### src/rtl/eth_latency_measurer_pkg.sv
// Shared types and constants for the latency measurer TX path.
// Contents: FSM state enum, header byte offsets, fixed IPv4/Ethernet header
// fields, the packed header layout and byte/word accessors for it.
package eth_latency_measurer_pkg;

    typedef enum logic [1:0] {
        IDLE,
        SUM,
        FOLD,
        SEND
    } state_e;

    localparam int unsigned ETH_HDR_LEN   = 14;
    localparam int unsigned IP_CSUM_OFS   = 24;
    localparam int unsigned ICMP_CSUM_OFS = 36;
    localparam int unsigned PING_ID_OFS   = 40;
    localparam int unsigned HDR_LEN       = 42;
    localparam int unsigned BYTE_IDX_W    = 6;
    localparam int unsigned IDX_W         = 16;
    localparam int unsigned IP_ACC_W      = 20;
    localparam int unsigned ICMP_ACC_W    = 18;
    localparam int unsigned SUM_CYCLES    = 9;

    localparam logic [15:0] ETHERTYPE_IPV4 = 16'h0800;
    localparam logic [15:0] IP_VER_IHL_TOS = 16'h4500;
    localparam logic [15:0] IP_TOTAL_LEN   = 16'h001C;
    localparam logic [15:0] IP_FLAGS       = 16'h4000;
    localparam logic [15:0] IP_TTL_PROTO   = 16'h4001;

    // Header in wire order: first field is the first byte on the wire.
    typedef struct packed {
        logic [47:0] mac_dst;
        logic [47:0] mac_src;
        logic [15:0] ethertype;
        logic [15:0] ver_ihl_tos;
        logic [15:0] total_len;
        logic [15:0] frame_id;
        logic [15:0] flags;
        logic [15:0] ttl_proto;
        logic [15:0] ip_csum;
        logic [31:0] ip_src;
        logic [31:0] ip_dst;
        logic [7:0]  icmp_type;
        logic [7:0]  icmp_code;
        logic [15:0] icmp_csum;
        logic [15:0] log_id;
        logic [15:0] ping_id;
    } hdr_fields_t;

    // Byte view of the header; wire byte i lives at element HDR_LEN-1-i.
    typedef logic [HDR_LEN-1:0][7:0] hdr_bytes_t;

    // Big-endian 16-bit word starting at wire byte ofs.
    function automatic logic [15:0] hdr_word(hdr_bytes_t h, logic [BYTE_IDX_W-1:0] ofs);
        return {h[BYTE_IDX_W'(HDR_LEN - 1) - ofs], h[BYTE_IDX_W'(HDR_LEN - 2) - ofs]};
    endfunction

    // Wire byte idx of the frame; everything past the header is zero padding.
    function automatic logic [7:0] hdr_byte(hdr_bytes_t h, logic [IDX_W-1:0] idx);
        logic [7:0] b;
        b = 8'h00;
        if (idx < IDX_W'(HDR_LEN)) begin
            b = h[BYTE_IDX_W'(IDX_W'(HDR_LEN - 1) - idx)];
        end
        return b;
    endfunction

endpackage

### src/rtl/eth_latency_measurer_tx_fold.sv
// Folds a wide one's-complement accumulator into a 16-bit inverted checksum.
// Ports: sum    - raw accumulator (W bits, W > 16)
//        csum_c - combinational ~fold(sum)
module ones_complement_fold #(
    parameter int unsigned W = 20
) (
    input  logic [W-1:0] sum,
    output logic [15:0]  csum_c
);

    logic [16:0] fold1;
    logic [16:0] fold2;

    // Second fold absorbs the carry the first one may produce.
    always_comb begin
        fold1  = 17'(sum[15:0]) + 17'(sum[W-1:16]);
        fold2  = 17'(fold1[15:0]) + 17'(fold1[16]);
        csum_c = ~fold2[15:0];
    end

endmodule

### src/rtl/eth_latency_measurer_tx.sv
// Transmit side of the latency measurer: on start, builds one ICMP ping frame
// (Ethernet + IPv4 + ICMP, zero padded to C_FRAME_SIZE) and streams it bytewise.
// Ports: clk, rst (sync, active high); mac_addr_dst/src, ip_addr_src/dst,
//        frame_id, log_id, ping_id - frame config, captured on accepted start;
//        start - trigger; busy - frame in progress; done - end-of-frame pulse;
//        m_axis_* - byte-wide AXI-Stream master.
// Optional: ETH_LATENCY_MEASURER_TX_COUNTER_EN adds tx_count (frames sent).
module eth_latency_measurer_tx
    import eth_latency_measurer_pkg::*;
#(
    parameter int unsigned C_MODE       = 0,
    parameter int unsigned C_FRAME_SIZE = 60
) (
    input  logic        clk,
    input  logic        rst,
    input  logic [47:0] mac_addr_dst,
    input  logic [47:0] mac_addr_src,
    input  logic [31:0] ip_addr_src,
    input  logic [31:0] ip_addr_dst,
    input  logic [15:0] frame_id,
    input  logic [15:0] log_id,
    input  logic [15:0] ping_id,
    input  logic        start,
    output logic        busy,
    output logic        done,
    output logic [7:0]  m_axis_tdata,
    output logic        m_axis_tlast,
    output logic        m_axis_tvalid,
    input  logic        m_axis_tready
`ifdef ETH_LATENCY_MEASURER_TX_COUNTER_EN
    ,
    output logic [31:0] tx_count
`endif
);

    localparam logic [7:0]       ICMP_TYPE = (C_MODE == 0) ? 8'h08 : 8'h00;
    localparam logic [IDX_W-1:0] LAST_IDX  = IDX_W'(C_FRAME_SIZE - 1);
    localparam logic [3:0]       SUM_LAST  = 4'(SUM_CYCLES - 1);

    state_e                  state_q, state_d;
    hdr_bytes_t              hdr_q, hdr_d;
    logic [IP_ACC_W-1:0]     ip_acc_q, ip_acc_d;
    logic [ICMP_ACC_W-1:0]   icmp_acc_q, icmp_acc_d;
    logic [3:0]              sum_idx_q, sum_idx_d;
    logic [IDX_W-1:0]        byte_idx_q, byte_idx_d;
    logic                    busy_q, busy_d;
    logic                    done_q, done_d;
    logic                    tvalid_q, tvalid_d;
    logic                    tlast_q, tlast_d;
    logic [7:0]              tdata_q, tdata_d;

    hdr_fields_t             cap;
    logic [BYTE_IDX_W-1:0]   ip_ofs;
    logic [BYTE_IDX_W-1:0]   icmp_ofs;
    logic [15:0]             ip_csum_c;
    logic [15:0]             icmp_csum_c;
    logic [IDX_W-1:0]        byte_nxt;

    // Header image of the live config inputs; checksums start at zero.
    always_comb begin
        cap.mac_dst     = mac_addr_dst;
        cap.mac_src     = mac_addr_src;
        cap.ethertype   = ETHERTYPE_IPV4;
        cap.ver_ihl_tos = IP_VER_IHL_TOS;
        cap.total_len   = IP_TOTAL_LEN;
        cap.frame_id    = frame_id;
        cap.flags       = IP_FLAGS;
        cap.ttl_proto   = IP_TTL_PROTO;
        cap.ip_csum     = 16'h0000;
        cap.ip_src      = ip_addr_src;
        cap.ip_dst      = ip_addr_dst;
        cap.icmp_type   = ICMP_TYPE;
        cap.icmp_code   = 8'h00;
        cap.icmp_csum   = 16'h0000;
        cap.log_id      = log_id;
        cap.ping_id     = ping_id;
    end

    // Word k of each checksum, skipping the checksum field itself.
    always_comb begin
        ip_ofs = BYTE_IDX_W'(ETH_HDR_LEN) + BYTE_IDX_W'({sum_idx_q, 1'b0});
        if (ip_ofs >= BYTE_IDX_W'(IP_CSUM_OFS)) begin
            ip_ofs = ip_ofs + BYTE_IDX_W'(2);
        end
        case (sum_idx_q)
            4'd0:    icmp_ofs = BYTE_IDX_W'(ICMP_CSUM_OFS - 2);
            4'd1:    icmp_ofs = BYTE_IDX_W'(PING_ID_OFS - 2);
            default: icmp_ofs = BYTE_IDX_W'(PING_ID_OFS);
        endcase
    end

    ones_complement_fold #(.W(IP_ACC_W)) u_ip_fold (
        .sum    (ip_acc_q),
        .csum_c (ip_csum_c)
    );

    ones_complement_fold #(.W(ICMP_ACC_W)) u_icmp_fold (
        .sum    (icmp_acc_q),
        .csum_c (icmp_csum_c)
    );

    assign byte_nxt = byte_idx_q + IDX_W'(1);

    // Next-state and registered-output logic.
    always_comb begin
        state_d    = state_q;
        hdr_d      = hdr_q;
        ip_acc_d   = ip_acc_q;
        icmp_acc_d = icmp_acc_q;
        sum_idx_d  = sum_idx_q;
        byte_idx_d = byte_idx_q;
        busy_d     = busy_q;
        done_d     = 1'b0;
        tvalid_d   = tvalid_q;
        tlast_d    = tlast_q;
        tdata_d    = tdata_q;

        case (state_q)
            IDLE: begin
                // busy_q is still set in the done cycle, which blocks a start there.
                busy_d = 1'b0;
                if (start && !busy_q) begin
                    hdr_d      = hdr_bytes_t'(cap);
                    ip_acc_d   = '0;
                    icmp_acc_d = '0;
                    sum_idx_d  = '0;
                    busy_d     = 1'b1;
                    state_d    = SUM;
                end
            end
            SUM: begin
                ip_acc_d = ip_acc_q + IP_ACC_W'(hdr_word(hdr_q, ip_ofs));
                if (sum_idx_q < 4'd3) begin
                    icmp_acc_d = icmp_acc_q + ICMP_ACC_W'(hdr_word(hdr_q, icmp_ofs));
                end
                if (sum_idx_q == SUM_LAST) begin
                    state_d = FOLD;
                end else begin
                    sum_idx_d = sum_idx_q + 4'd1;
                end
            end
            FOLD: begin
                hdr_d[BYTE_IDX_W'(HDR_LEN - 1 - IP_CSUM_OFS)]   = ip_csum_c[15:8];
                hdr_d[BYTE_IDX_W'(HDR_LEN - 2 - IP_CSUM_OFS)]   = ip_csum_c[7:0];
                hdr_d[BYTE_IDX_W'(HDR_LEN - 1 - ICMP_CSUM_OFS)] = icmp_csum_c[15:8];
                hdr_d[BYTE_IDX_W'(HDR_LEN - 2 - ICMP_CSUM_OFS)] = icmp_csum_c[7:0];
                byte_idx_d = '0;
                tvalid_d   = 1'b1;
                tdata_d    = hdr_byte(hdr_q, '0);
                tlast_d    = 1'b0;
                state_d    = SEND;
            end
            SEND: begin
                if (tvalid_q && m_axis_tready) begin
                    if (tlast_q) begin
                        tvalid_d = 1'b0;
                        tlast_d  = 1'b0;
                        tdata_d  = 8'h00;
                        done_d   = 1'b1;
                        state_d  = IDLE;
                    end else begin
                        byte_idx_d = byte_nxt;
                        tdata_d    = hdr_byte(hdr_q, byte_nxt);
                        tlast_d    = (byte_nxt == LAST_IDX);
                    end
                end
            end
            default: state_d = IDLE;
        endcase
    end

    // State register.
    always_ff @(posedge clk) begin
        if (rst) begin
            state_q    <= IDLE;
            hdr_q      <= '0;
            ip_acc_q   <= '0;
            icmp_acc_q <= '0;
            sum_idx_q  <= '0;
            byte_idx_q <= '0;
            busy_q     <= 1'b0;
            done_q     <= 1'b0;
            tvalid_q   <= 1'b0;
            tlast_q    <= 1'b0;
            tdata_q    <= 8'h00;
        end else begin
            state_q    <= state_d;
            hdr_q      <= hdr_d;
            ip_acc_q   <= ip_acc_d;
            icmp_acc_q <= icmp_acc_d;
            sum_idx_q  <= sum_idx_d;
            byte_idx_q <= byte_idx_d;
            busy_q     <= busy_d;
            done_q     <= done_d;
            tvalid_q   <= tvalid_d;
            tlast_q    <= tlast_d;
            tdata_q    <= tdata_d;
        end
    end

    assign busy          = busy_q;
    assign done          = done_q;
    assign m_axis_tdata  = tdata_q;
    assign m_axis_tlast  = tlast_q;
    assign m_axis_tvalid = tvalid_q;

`ifdef ETH_LATENCY_MEASURER_TX_COUNTER_EN
    logic [31:0] tx_count_q, tx_count_d;

    // Frames completed since reset; wraps naturally.
    always_comb begin
        tx_count_d = tx_count_q;
        if (done_q) begin
            tx_count_d = tx_count_q + 32'd1;
        end
    end

    always_ff @(posedge clk) begin
        if (rst) begin
            tx_count_q <= '0;
        end else begin
            tx_count_q <= tx_count_d;
        end
    end

    assign tx_count = tx_count_q;
`endif

endmodule

### config.mk
export PLATFORM = sky130hd
export DESIGN_NAME = eth_latency_measurer_tx
export DESIGN_NICKNAME = d
export VERILOG_FILES = /design/src/rtl/eth_latency_measurer_pkg.sv /design/src/rtl/eth_latency_measurer_tx_fold.sv /design/src/rtl/eth_latency_measurer_tx.sv
export SDC_FILE = /design/constraint.sdc
export NUM_CORES = 1
export LEC_CHECK = 0
export ABC_AREA = 1
export BUFFER_PORTS_ARGS = -buffer_cell sky130_fd_sc_hd__buf_4
export CAP_MARGIN = 10
export CORE_MARGIN = 5
export CORE_UTILIZATION = 50
export DETAILED_ROUTE_END_ITERATION = 12
export MAX_ROUTING_LAYER = met4
export PLACE_DENSITY = 0.8
export SYNTH_ARGS = -nofsm -noshare
export SYNTH_HDL_FRONTEND = slang
export SYNTH_SLANG_ARGS = --single-unit
### constraint.sdc
create_clock -name clk -period 3.6 [get_ports clk]
set_input_delay 0.72 -clock clk [delete_from_list [all_inputs] [get_ports clk]]
set_output_delay 0.72 -clock clk [all_outputs]
set_load 0.005 [all_outputs]
== Yosys cells after proc, flatten, opt, wreduce, memory -nomap -nowiden ==
Index checks and enable logic that the tools add are counted.
Storage, ports and cells
  word-level logic and storage cells: 143
  bits in registers: 314
  output and inout bits: 12
  input bits: 212
Cells by class
  equal/unequal tests: 13
  reduce and logical (&&, ||, !) cells: 18
  multiplexer cells: 43
  add/sub/neg operators: 15
  bitwise operators: 4
  magnitude comparators: 8
Operators by type and width (count)
  $bmux 8 s6: 5
  $mux 144: 1
  $pmux 16 s2: 3
  $mux 8: 8
  $pmux 20 s2: 1
  $mux 18: 2
  $pmux 18 s2: 1
  $lt 6x7->1 const B: 5
  $add 16x1->16: 2
  $mux 16: 2
  $not 16->16: 2
  $sub 6x6->6 const A: 5
  $add 20x16->20: 1
  $mux 20: 1
  $add 18x16->18: 1
  $add 16x2->17: 1
  $add 16x4->17: 1
  $add 16x1->16 const B: 1
  $eq 16x6->1 const B: 1
  $lt 16x6->1 const B: 1
  $pmux 4 s2: 2
  $pmux 8 s2: 1
  $ne 2x2->1 const B: 7
  $reduce_and 3->1: 4
  other kinds (24): 42

== Logic depth before layout (Yosys ltp) ==
Gate-level depths: netlist of the first run.
  depth in word-level cells: 8
  gate-level depth with buffers: 32
  gate-level depth less buffers: 31

== Modules after synthesis ==
Synthesis of the first run repeated with hierarchy kept, for this count alone.
Second synthesis, totals
  cell total of the unflattened synthesis: 3303
  area, all modules: 20450.9 µm²
By module, submodules not included
  eth_latency_measurer_tx: cells an instance 2912, sequential area each 6266.0 µm², times used 1, area an instance 18393.9 µm²
  ones_complement_fold (u_ip_fold): cells an instance 211, sequential area each 0.0 µm², times used 1, area an instance 1129.8 µm²
  ones_complement_fold (u_icmp_fold): cells an instance 180, sequential area each 0.0 µm², times used 1, area an instance 927.1 µm²

== Least setup slack after synthesis of the first run ==
No wires, ideal clock.
  path kind: reg2reg
  start: reg sum_idx_q[0]
  end: reg ip_acc_q[18]
  path slack: -216 ps
  data arrival time: 3701 ps
  cell stages (with the launch flop): 29
  required time: 3485 ps
  path through: dfxtp_1 inv_2 ha_1 buf_2 xor2_1 inv_1 nand2_1 nand2_1 nand2_4 nand2_1 nand2_2 buf_4 nand3_1 a21oi_1 nand2_1 nand2_1 ha_1 inv_1 fa_1 inv_1 nand3_1 nand2_1 nand3_1 nand3_1 a31oi_1 o21ai_0 nand3_1 nand2_1 nor2_1
Between the ends
  word-level cells in the longest chain between the ends: 8
  elaborated cells on any way between the ends: 12
RTL lines
  from (decl): line eth_latency_measurer_tx.sv:44  | logic [3:0] sum_idx_q, sum_idx_d;
  from (signal assigned): line eth_latency_measurer_tx.sv:191  | sum_idx_q <= sum_idx_d;
  $add 4x5->6 (*): line eth_latency_measurer_tx.sv:81  | ip_ofs = BYTE_IDX_W'(ETH_HDR_LEN) + BYTE_IDX_W'({sum_idx_q, 1'b0});
  $add 6x2->6 / $ge 6x5->1 (equally long branches): line eth_latency_measurer_tx.sv:83, eth_latency_measurer_tx.sv:82
  $mux 6 (*): line eth_latency_measurer_tx.sv:82  | if (ip_ofs >= BYTE_IDX_W'(IP_CSUM_OFS)) begin
  $sub 6x6->6: line eth_latency_measurer_pkg.sv:55  | return {h[BYTE_IDX_W'(HDR_LEN - 1) - ofs], h[BYTE_IDX_W'(HDR_LEN - 2) - ofs]};
  $bmux 8 s6: line eth_latency_measurer_pkg.sv:55
  $mux 8 (implied by the code): line eth_latency_measurer_pkg.sv:55
  $add 20x16->20 (*): line eth_latency_measurer_tx.sv:132  | ip_acc_d = ip_acc_q + IP_ACC_W'(hdr_word(hdr_q, ip_ofs));
  $pmux 20 s2 (*): line eth_latency_measurer_tx.sv:118  | case (state_q)
  to (signal assigned): line eth_latency_measurer_tx.sv:189  | ip_acc_q <= ip_acc_d;
  to (decl): line eth_latency_measurer_tx.sv:42  | logic [IP_ACC_W-1:0] ip_acc_q, ip_acc_d;
Mark *: on every way between the ends. The rest lies on a longest branch, timed or not. The select of a mux whose other input is x is not followed.
A chain may end at the register's enable or synchronous reset.

== Worst setup path after layout of the first run ==
  start: reg sum_idx_q[0]
  end: reg ip_acc_q[12]
The elaborated chain is that of the path after synthesis.

==> results of run 1 <==
==> logic make-up (layout without fill, tap and decap cells) <==
kind of cell             count (synthesis)  after routing
AND/OR/NAND/NOR                       1335           1335
AO/OA/AOI/OAI                          988            988
buffers and inverters                  514            821
flip-flops                             313            313
adder cells (fa/ha/maj)                 60             60
XOR/XNOR                                24             24
==> metrics by stage <==
step	power, mW	TNS, ps	instance area [um2]	std cells
after floorplan	11.9	0	20000	3234
after global placement	16.9	-1840	23000	3971
after detailed placement	16.9	-2570	23000	3971
after CTS	21.7	-6.15	24700	4047
after global routing	25.5	-3740	25600	4066
final	24.3	-1690	25600	4066
==> per-layer routing <==
layer	share of wire	track usage
met4	0.042	0.115
met1	0.42	0.463
met2	0.45	0.521
met5	0	-
met3	0.094	0.0529
==> power by group through the flow <==
| stage | Combinational, mW | Clock [mW] | Sequential (mW) |
|---|---|---|---|
| global route | 16.2 | 4.06 | 5.20 |
| CTS | 12.7 | 3.91 | 5.08 |
| finish | 15.2 | 3.88 | 5.13 |
| global placement | 11.8 | 0 | 5.12 |
| floorplan | 7.03 | 0 | 4.86 |
| detailed placement | 11.8 | 0 | 5.13 |
==> state kept, by name (all words and copies together), names as in the netlist <==
register	cells
m_axis_tvalid	1
icmp_acc_q	18
ip_acc_q	20
done	1
sum_idx_q	4
m_axis_tlast	1
state_q	2
busy	1
hdr_q	241
byte_idx_q	16
m_axis_tdata	8
==> path summary, 6_finish.rpt <==
| path | cells after the start | slack [ps] | to | from |
|---|---|---|---|---|
| worst max-delay path | 31 | -230 | ip_acc_q[12] | sum_idx_q[0] |
| worst min-delay path | 3 | 380 | hdr_q[11] | ping_id[11] |
| worst max register to register | 31 | -230 | ip_acc_q[12] | sum_idx_q[0] |
| worst min register to register | 2 | 460 | hdr_q[45] | hdr_q[45] |
==> final cells by class <==
type                    count  area, um2  area share
clock inverters            13        158     0.00615
clock buffers              54       1090      0.0426
well taps                 525        657      0.0256
inverters                 333       1270      0.0496
flip-flops and latches    313       6270       0.245
multi-input cells        2407      12700       0.496
repair buffers            421       3460       0.135
==> worst min-delay path, delay by kind of cell <==
kind / cells / cell delay, ps
simple gates: 2 / 110
buf+inv: 1 / 80
==> placed cells by master (no fill, tap or decap), types with 9 or more instances in the layout <==
| cell type | count |
|---|---|
| a21oi_1 | 411 |
| a21oi_2 | 27 |
| buf_12 | 14 |
| buf_4 | 382 |
| buf_6 | 20 |
| clkbuf_1 | 9 |
| clkbuf_16 | 40 |
| dfxtp_1 | 308 |
| ha_1 | 40 |
| ha_4 | 15 |
| inv_1 | 318 |
| nand2_1 | 640 |
| nand2_2 | 40 |
| nand2_4 | 18 |
| nand3_1 | 164 |
| nand3_2 | 25 |
| nand4_1 | 38 |
| nor2_1 | 328 |
| nor2_2 | 17 |
| nor3_1 | 21 |
| o211ai_1 | 23 |
| o21ai_0 | 426 |
| o21ai_1 | 20 |
| o21ai_2 | 10 |
| o22ai_1 | 28 |
| or2_2 | 15 |
| xor2_1 | 13 |
==> what timing repair did <==
action	CTS	global route
setup buffers	8	18
pin swaps	26	81
gates resized for setup	97	193
setup endpoints to repair	13	25
endpoints found under the hold margin	0	0
cloned	1	2
hold buffers	0	0
==> key figures, run 1 <==
Power
  • Clk pwr share: 0.160
  • Maximum VDD drop: ~570 uV
  • P_leak: ~11 nW
  • Logic pwr share: 0.628
  • Pwr Density: about 950 mW/mm2
  • Reg power frac: 0.212
  • Int Pwr: between 10 and 15 mW
  • NetSw: 11.6 mW
  • Sw frac: 0.478

Yosys
  • Synth warn: 0
  • Count leader, synth: nand2_1
  • Synth Area in XOR/XNOR: 0.0118
  • Adder-cell share of the synthesized area: 0.0391
  • Syn Area/Cell: slightly above 6 um2
  • Post-synthesis cell count: between 3000 and 4000
  • Seq cells post-synth: around 310
  • Synth Area in Simple Gates: 0.278
  • Synth Flop Type: dfxtp_1
  • Area leader, netlist: dfxtp_1
  • Mapped cell area: about 0.02 mm2
  • Commonest cells in the netlist: 692 x nand2_1, 459 x o21ai_0, 442 x a21oi_1
  • Register area share after synthesis: 0.314
  • Top cells by area, synth: dfxtp_1 31%, nand2_1 13%, o21ai_0 11%
  • Net count after synthesis: between 3000 and 4000
  • Mux contribution to synthesized area: 0
  • Synth top area share: 0.314
  • Post-synth EDFFs: 0
  • Largest family of logic cells by synthesized area: simple AND/OR/NAND/NOR gates
  • Async SR Flop Fraction: 0
  • Compound-Gate Fraction of Synth Area: 0.256
  • Netlist cell types: 50

GRT
  • Vias in the first global route: 20979
  • Pin count of the biggest net entering global routing: 189
  • Initial antenna violation count: 0
  • First-pass GRT wire length: between 100000 and 150000 um
  • Grt total ovfl: 0
  • GRT Resource Usage Total: 0.341

STA
  • Fin crit share: 1.06
  • PnR worst setup slack: -231 ps
  • Min Tclk post-route: 3830 ps
  • Relative slew slack: 0.410
  • # setup viols final: 12
  • Setup Skew: between 15 and 20 ps
  • WHS: about 380 ps
  • Measured slew at the worst slew-check pin: 885 ps
  • Hold Vio Cnt, Final: 0
  • Max Fclk: approximately 0.26 GHz
  • Pins Over Slew Limit: 0
  • RSZ-0062 raised after global routing: yes

Placed design
  • Pre-CTS WS: -278 ps
  • Placer Congestion: about 1.0
  • I/O Buffers: around 220
  • Hpwl dp: approximately 58000 um

Detailed routing
  • DR pass1 iterations: 8
  • DR vias: ~23000
  • Final wirelength: 78700 um
  • WL/cell: 19.3 um
  • Vias/cell: about 5.7
  • 1st-iter DRT viols: a little under 3000
  • # DRC: 0
  • Final ANT Viol Nets: 0

Worst setup path
  • Setup CP Type: flop to flop
  • WP data arrival: between 4000 and 5000 ps
  • Critical path's slowest cell: dfxtp_2
  • Largest stage delay, worst path: between 300 and 400 ps
  • Worst EP required: around 4000 ps
  • Critical path's top delay family: simple AND/OR/NAND/NOR gates
  • CP max FO: 6
  • Startpoint types: flop
  • Crit end category: flop
  • Most used cell, CP: nand2_4
  • CP bufs+invs: 7

Floorplan
  • Floorplan core area: ~0.040 mm2
  • Ports: 224
  • Die extent in x: ~210 um
  • Starting Density: 0.504
  • Die Ht: about 210 um
  • Row cnt: 73
  • Die Area: ~0.044 mm2

Status
  • Failing checks: negative setup slack
  • Status: finished, violations left

Flow run
  • Number of max-cap violations: 0

Cells and area
  • Fillers: 3662
  • Share of cells above drive strength 1: 0.199
  • Final Util: 0.646
  • Nets: roughly 3800
  • N_diodes: 0
  • P&R area growth vs syn: 28.2%

Clock tree
  • H-tree depth: 2
  • Reg clk slew, reported paths: approximately 60 ps
  • Clk root buf: clkbuf_16
  • Clock sinks: 313
  • Num CTS Buffers: 37
  • Clock Tree Buf Depth: 3
  • TritonCTS clock tree: built
  • Skew-Pair Late Insertion Delay: between 500 and 600 ps

Hold path
  • Type of the most critical hold path: input port to flop
No activity file was read; power rests on OpenSTA's default activity.
==> inputs of run 2 (changes only) <==
- SKIP_CTS_REPAIR_TIMING: not set -> 1
==> run 2 against run 1 <==
Net effect: the run still ends with negative setup slack left; core utilization down 1.7 points; register-to-register slack better by 110 ps; worst setup slack gained 110 ps; routed wire length shrank 1.9%; combinational power down 9%; via count down 1.3%; hold slack about the same; final cell count down 0.39%; critical path type unchanged; largest cell class unchanged.
==> key figures, run 2 (same netlist as run 1, synthesis figures left out) <==
Clock tree
  • Clock sinks: 313 (unchanged)
  • Num CTS Buffers: 37 (unchanged)
  • Clk root buf: clkbuf_16 (unchanged)
  • TritonCTS clock tree: built (unchanged)
  • Reg clk slew, reported paths: 60 ps (about the same)
  • Clock Tree Buf Depth: 3 (unchanged)
  • Skew-Pair Late Insertion Delay: 560 ps (about the same)
  • H-tree depth: 2 (unchanged)

Worst setup path
  • Critical path's slowest cell: dfxtp_2 (unchanged)
  • Worst r2r dst: ip_acc_q[18] (was ip_acc_q[12])
  • Startpoint types: flop (unchanged)
  • Largest stage delay, worst path: 350 ps (was 330 ps)
  • Reg2reg setup slack: -120 ps (was -230 ps)
  • Setup CP Type: flop to flop (unchanged)
  • WP data arrival: 4210 ps (was 4270 ps)
  • R2R cell count: 26 (was 31)
  • CP max FO: 5 (was 6)
  • Crit end category: flop (unchanged)
  • Worst r2r src: sum_idx_q[1] (was sum_idx_q[0])
  • Worst EP required: 4090 ps (was 4040 ps)

Power
  • Pwr Density: 912 mW/mm2 (was 947 mW/mm2)
  • Maximum VDD drop: 571 uV (was 569 uV)
  • NetSw: 10.8 mW (was 11.6 mW)
  • Total power draw: 22.8 mW (was 24.3 mW)
  • Logic pwr share: 0.605 (was 0.628)
  • Int Pwr: 12.0 mW (was 12.7 mW)
  • Reg power frac: 0.225 (was 0.212)
  • P_leak: 10.7 nW (was 10.9 nW)
  • Sw frac: 0.472 (was 0.478)
  • Clk pwr share: 0.171 (was 0.160)

Detailed routing
  • Vias/cell: 5.70 (was 5.75)
  • 1st-iter DRT viols: 2682 (was 2894)
  • DR pass1 iterations: 6 (was 8)
  • WL/cell: 19.1 um (was 19.3 um)
  • Final ANT Viol Nets: 0 (unchanged)
  • # DRC: 0 (unchanged)
  • DR vias: 23080 (was 23374)
  • Final wirelength: 77200 um (was 78700 um)

Placed design
  • I/O Buffers: 223 (unchanged)
  • Placer Congestion: 1.03 (unchanged)
  • Hpwl dp: 58300 um (unchanged)

STA
  • Measured slew at the worst slew-check pin: 870 ps (was 885 ps)
  • Pins Over Slew Limit: 0 (unchanged)
  • Hold Vio Cnt, Final: 0 (unchanged)
  • TNS Setup: -750 ps (was -1690 ps)
  • Fin crit share: 1.03 (was 1.06)
  • Setup Skew: 21.8 ps (was 17.5 ps)
  • PnR worst setup slack: -118 ps (was -231 ps)
  • Min Tclk post-route: 3720 ps (was 3830 ps)
  • Relative slew slack: 0.420 (was 0.410)
  • WHS: 379 ps (was 380 ps)
  • RSZ-0062 raised after global routing: yes (unchanged)
  • # setup viols final: 10 (was 12)
  • Max Fclk: 0.269 GHz (was 0.261 GHz)

Floorplan
  • Die Area: 0.0441 mm2 (unchanged)
  • Die extent in x: 210 um (unchanged)
  • Ports: 224 (unchanged)
  • Floorplan core area: 0.0396 mm2 (unchanged)
  • Starting Density: 0.504 (unchanged)
  • Row cnt: 73 (unchanged)
  • Die Ht: 210 um (unchanged)

GRT
  • Grt peak-use layer: met2 (unchanged)
  • Grt total ovfl: 0 (unchanged)
  • Initial antenna violation count: 0 (unchanged)
  • GRT Resource Usage Total: 0.336 (was 0.341)
  • Vias in the first global route: 20729 (was 20979)
  • GR Util met3: 0.0507 (was 0.0529)
  • Pin count of the biggest net entering global routing: 189 (unchanged)
  • First-pass GRT wire length: 115000 um (was 117000 um)
  • Grt met2 use: 0.511 (was 0.521)
  • Routing usage on met1: 0.459 (was 0.463)

Cells and area
  • Footprint of the multi-input gates: 0.0122 mm2 (was 0.0127 mm2)
  • Most frequent cells in the layout: 665 x nand2_1, 433 x o21ai_0, 423 x a21oi_1, 377 x buf_4, 333 x nor2_1 (was 640 x nand2_1, 426 x o21ai_0, 411 x a21oi_1, 382 x buf_4, 328 x nor2_1)
  • Sequential cell area: 0.00627 mm2 (about the same)
  • Commonest non-fill, non-tap cell in the layout: nand2_1 (unchanged)
  • P&R area growth vs syn: 24.9% (was 28.2%)
  • Top Registers: hdr_q x241, ip_acc_q x20, icmp_acc_q x18 (unchanged)
  • Top reg by flops: hdr_q (unchanged)
  • Share of cells above drive strength 1: 0.175 (was 0.199)
  • Fillers: 3736 (was 3662)
  • Nets: 3769 (was 3785)
  • N_diodes: 0 (unchanged)
  • Max reg flops: 241 (unchanged)

Status
  • Failing checks: negative setup slack (unchanged)
  • Status: finished, violations left (unchanged)

Hold path
  • Hold Crit Depth: 3 (unchanged)
  • Worst Min Path Start: ping_id[11] (unchanged)
  • WHS Endpoint: hdr_q[11] (unchanged)
  • Type of the most critical hold path: input port to flop (unchanged)

Flow run
  • Number of max-cap violations: 0 (unchanged)
==> run 2: changes by cell type in the layout (fill, tap and decap cells not counted), sizes merged <==
| cell | before | now |
|---|---|---|
| buf | 420 | 404 |
| inv | 333 | 334 |
| clkinv | 9 | 8 |
==> run 2: worst max-delay path by stage <==
stage,endpoint,slack (ps),startpoint,depth (start not counted)
floorplan,ip_acc_q[18],4,sum_idx_q[0],32
global placement,ip_acc_q[18],-230,sum_idx_q[0],31
detailed placement,ip_acc_q[16],-280,sum_idx_q[1],27
CTS,ip_acc_q[16],-300,sum_idx_q[1],27
global route,ip_acc_q[18],-370,sum_idx_q[1],26
finish,ip_acc_q[18],-120,sum_idx_q[1],26
==> run 2: area by class of cell <==
class | count | area share
clock buffers | 54 | 0.0437
clock inverters | 13 | 0.00631
inverters | 333 | 0.0508
multi-input cells | 2407 | 0.490
flip-flops and latches | 313 | 0.251
well taps | 525 | 0.0263
repair buffers | 405 | 0.131
==> run 2: worst max-delay path, delay by kind of cell (launching register included) <==
| family | cells | cell delay (ps) |
|---|---|---|
| AOI/OAI and AO/OA | 4 | 590 |
| adders and majority gates | 2 | 610 |
| buffers and inverters | 5 | 550 |
| and+or+nand+nor | 14 | 1340 |
| DFF | 1 | 350 |
| xor gates and xnor gates | 1 | 190 |
==> run 2: metal layers <==
layer	wire length (um)	up-vias	part of all wire
li1	-	11242	-
met1	32700	10481	0.42
met3	7060	192	0.091
met4	3030	0	0.039
met2	34400	1165	0.45
met5	0	-	0
==> run 2: power by group through the flow <==
stage	clock, mW	combinational (mW)	sequential (mW)
final	3.89	13.8	5.12
after global routing	4.06	14.8	5.19
after CTS	3.91	11.8	5.07
after detailed placement	0	11.8	5.13
after global placement	0	11.8	5.12
after floorplan	0	7.03	4.86
==> run 2: per-stage QoR <==
stage,std cells,utilization,cell area (um2),worst slack (ps)
after global placement,3971,0.580,23000,-229
after detailed placement,3971,0.580,23000,-278
final,4050,0.630,25000,-118
after CTS,4038,0.611,24200,-295
after global routing,4050,0.630,25000,-372
after floorplan,3234,-,20000,4.35
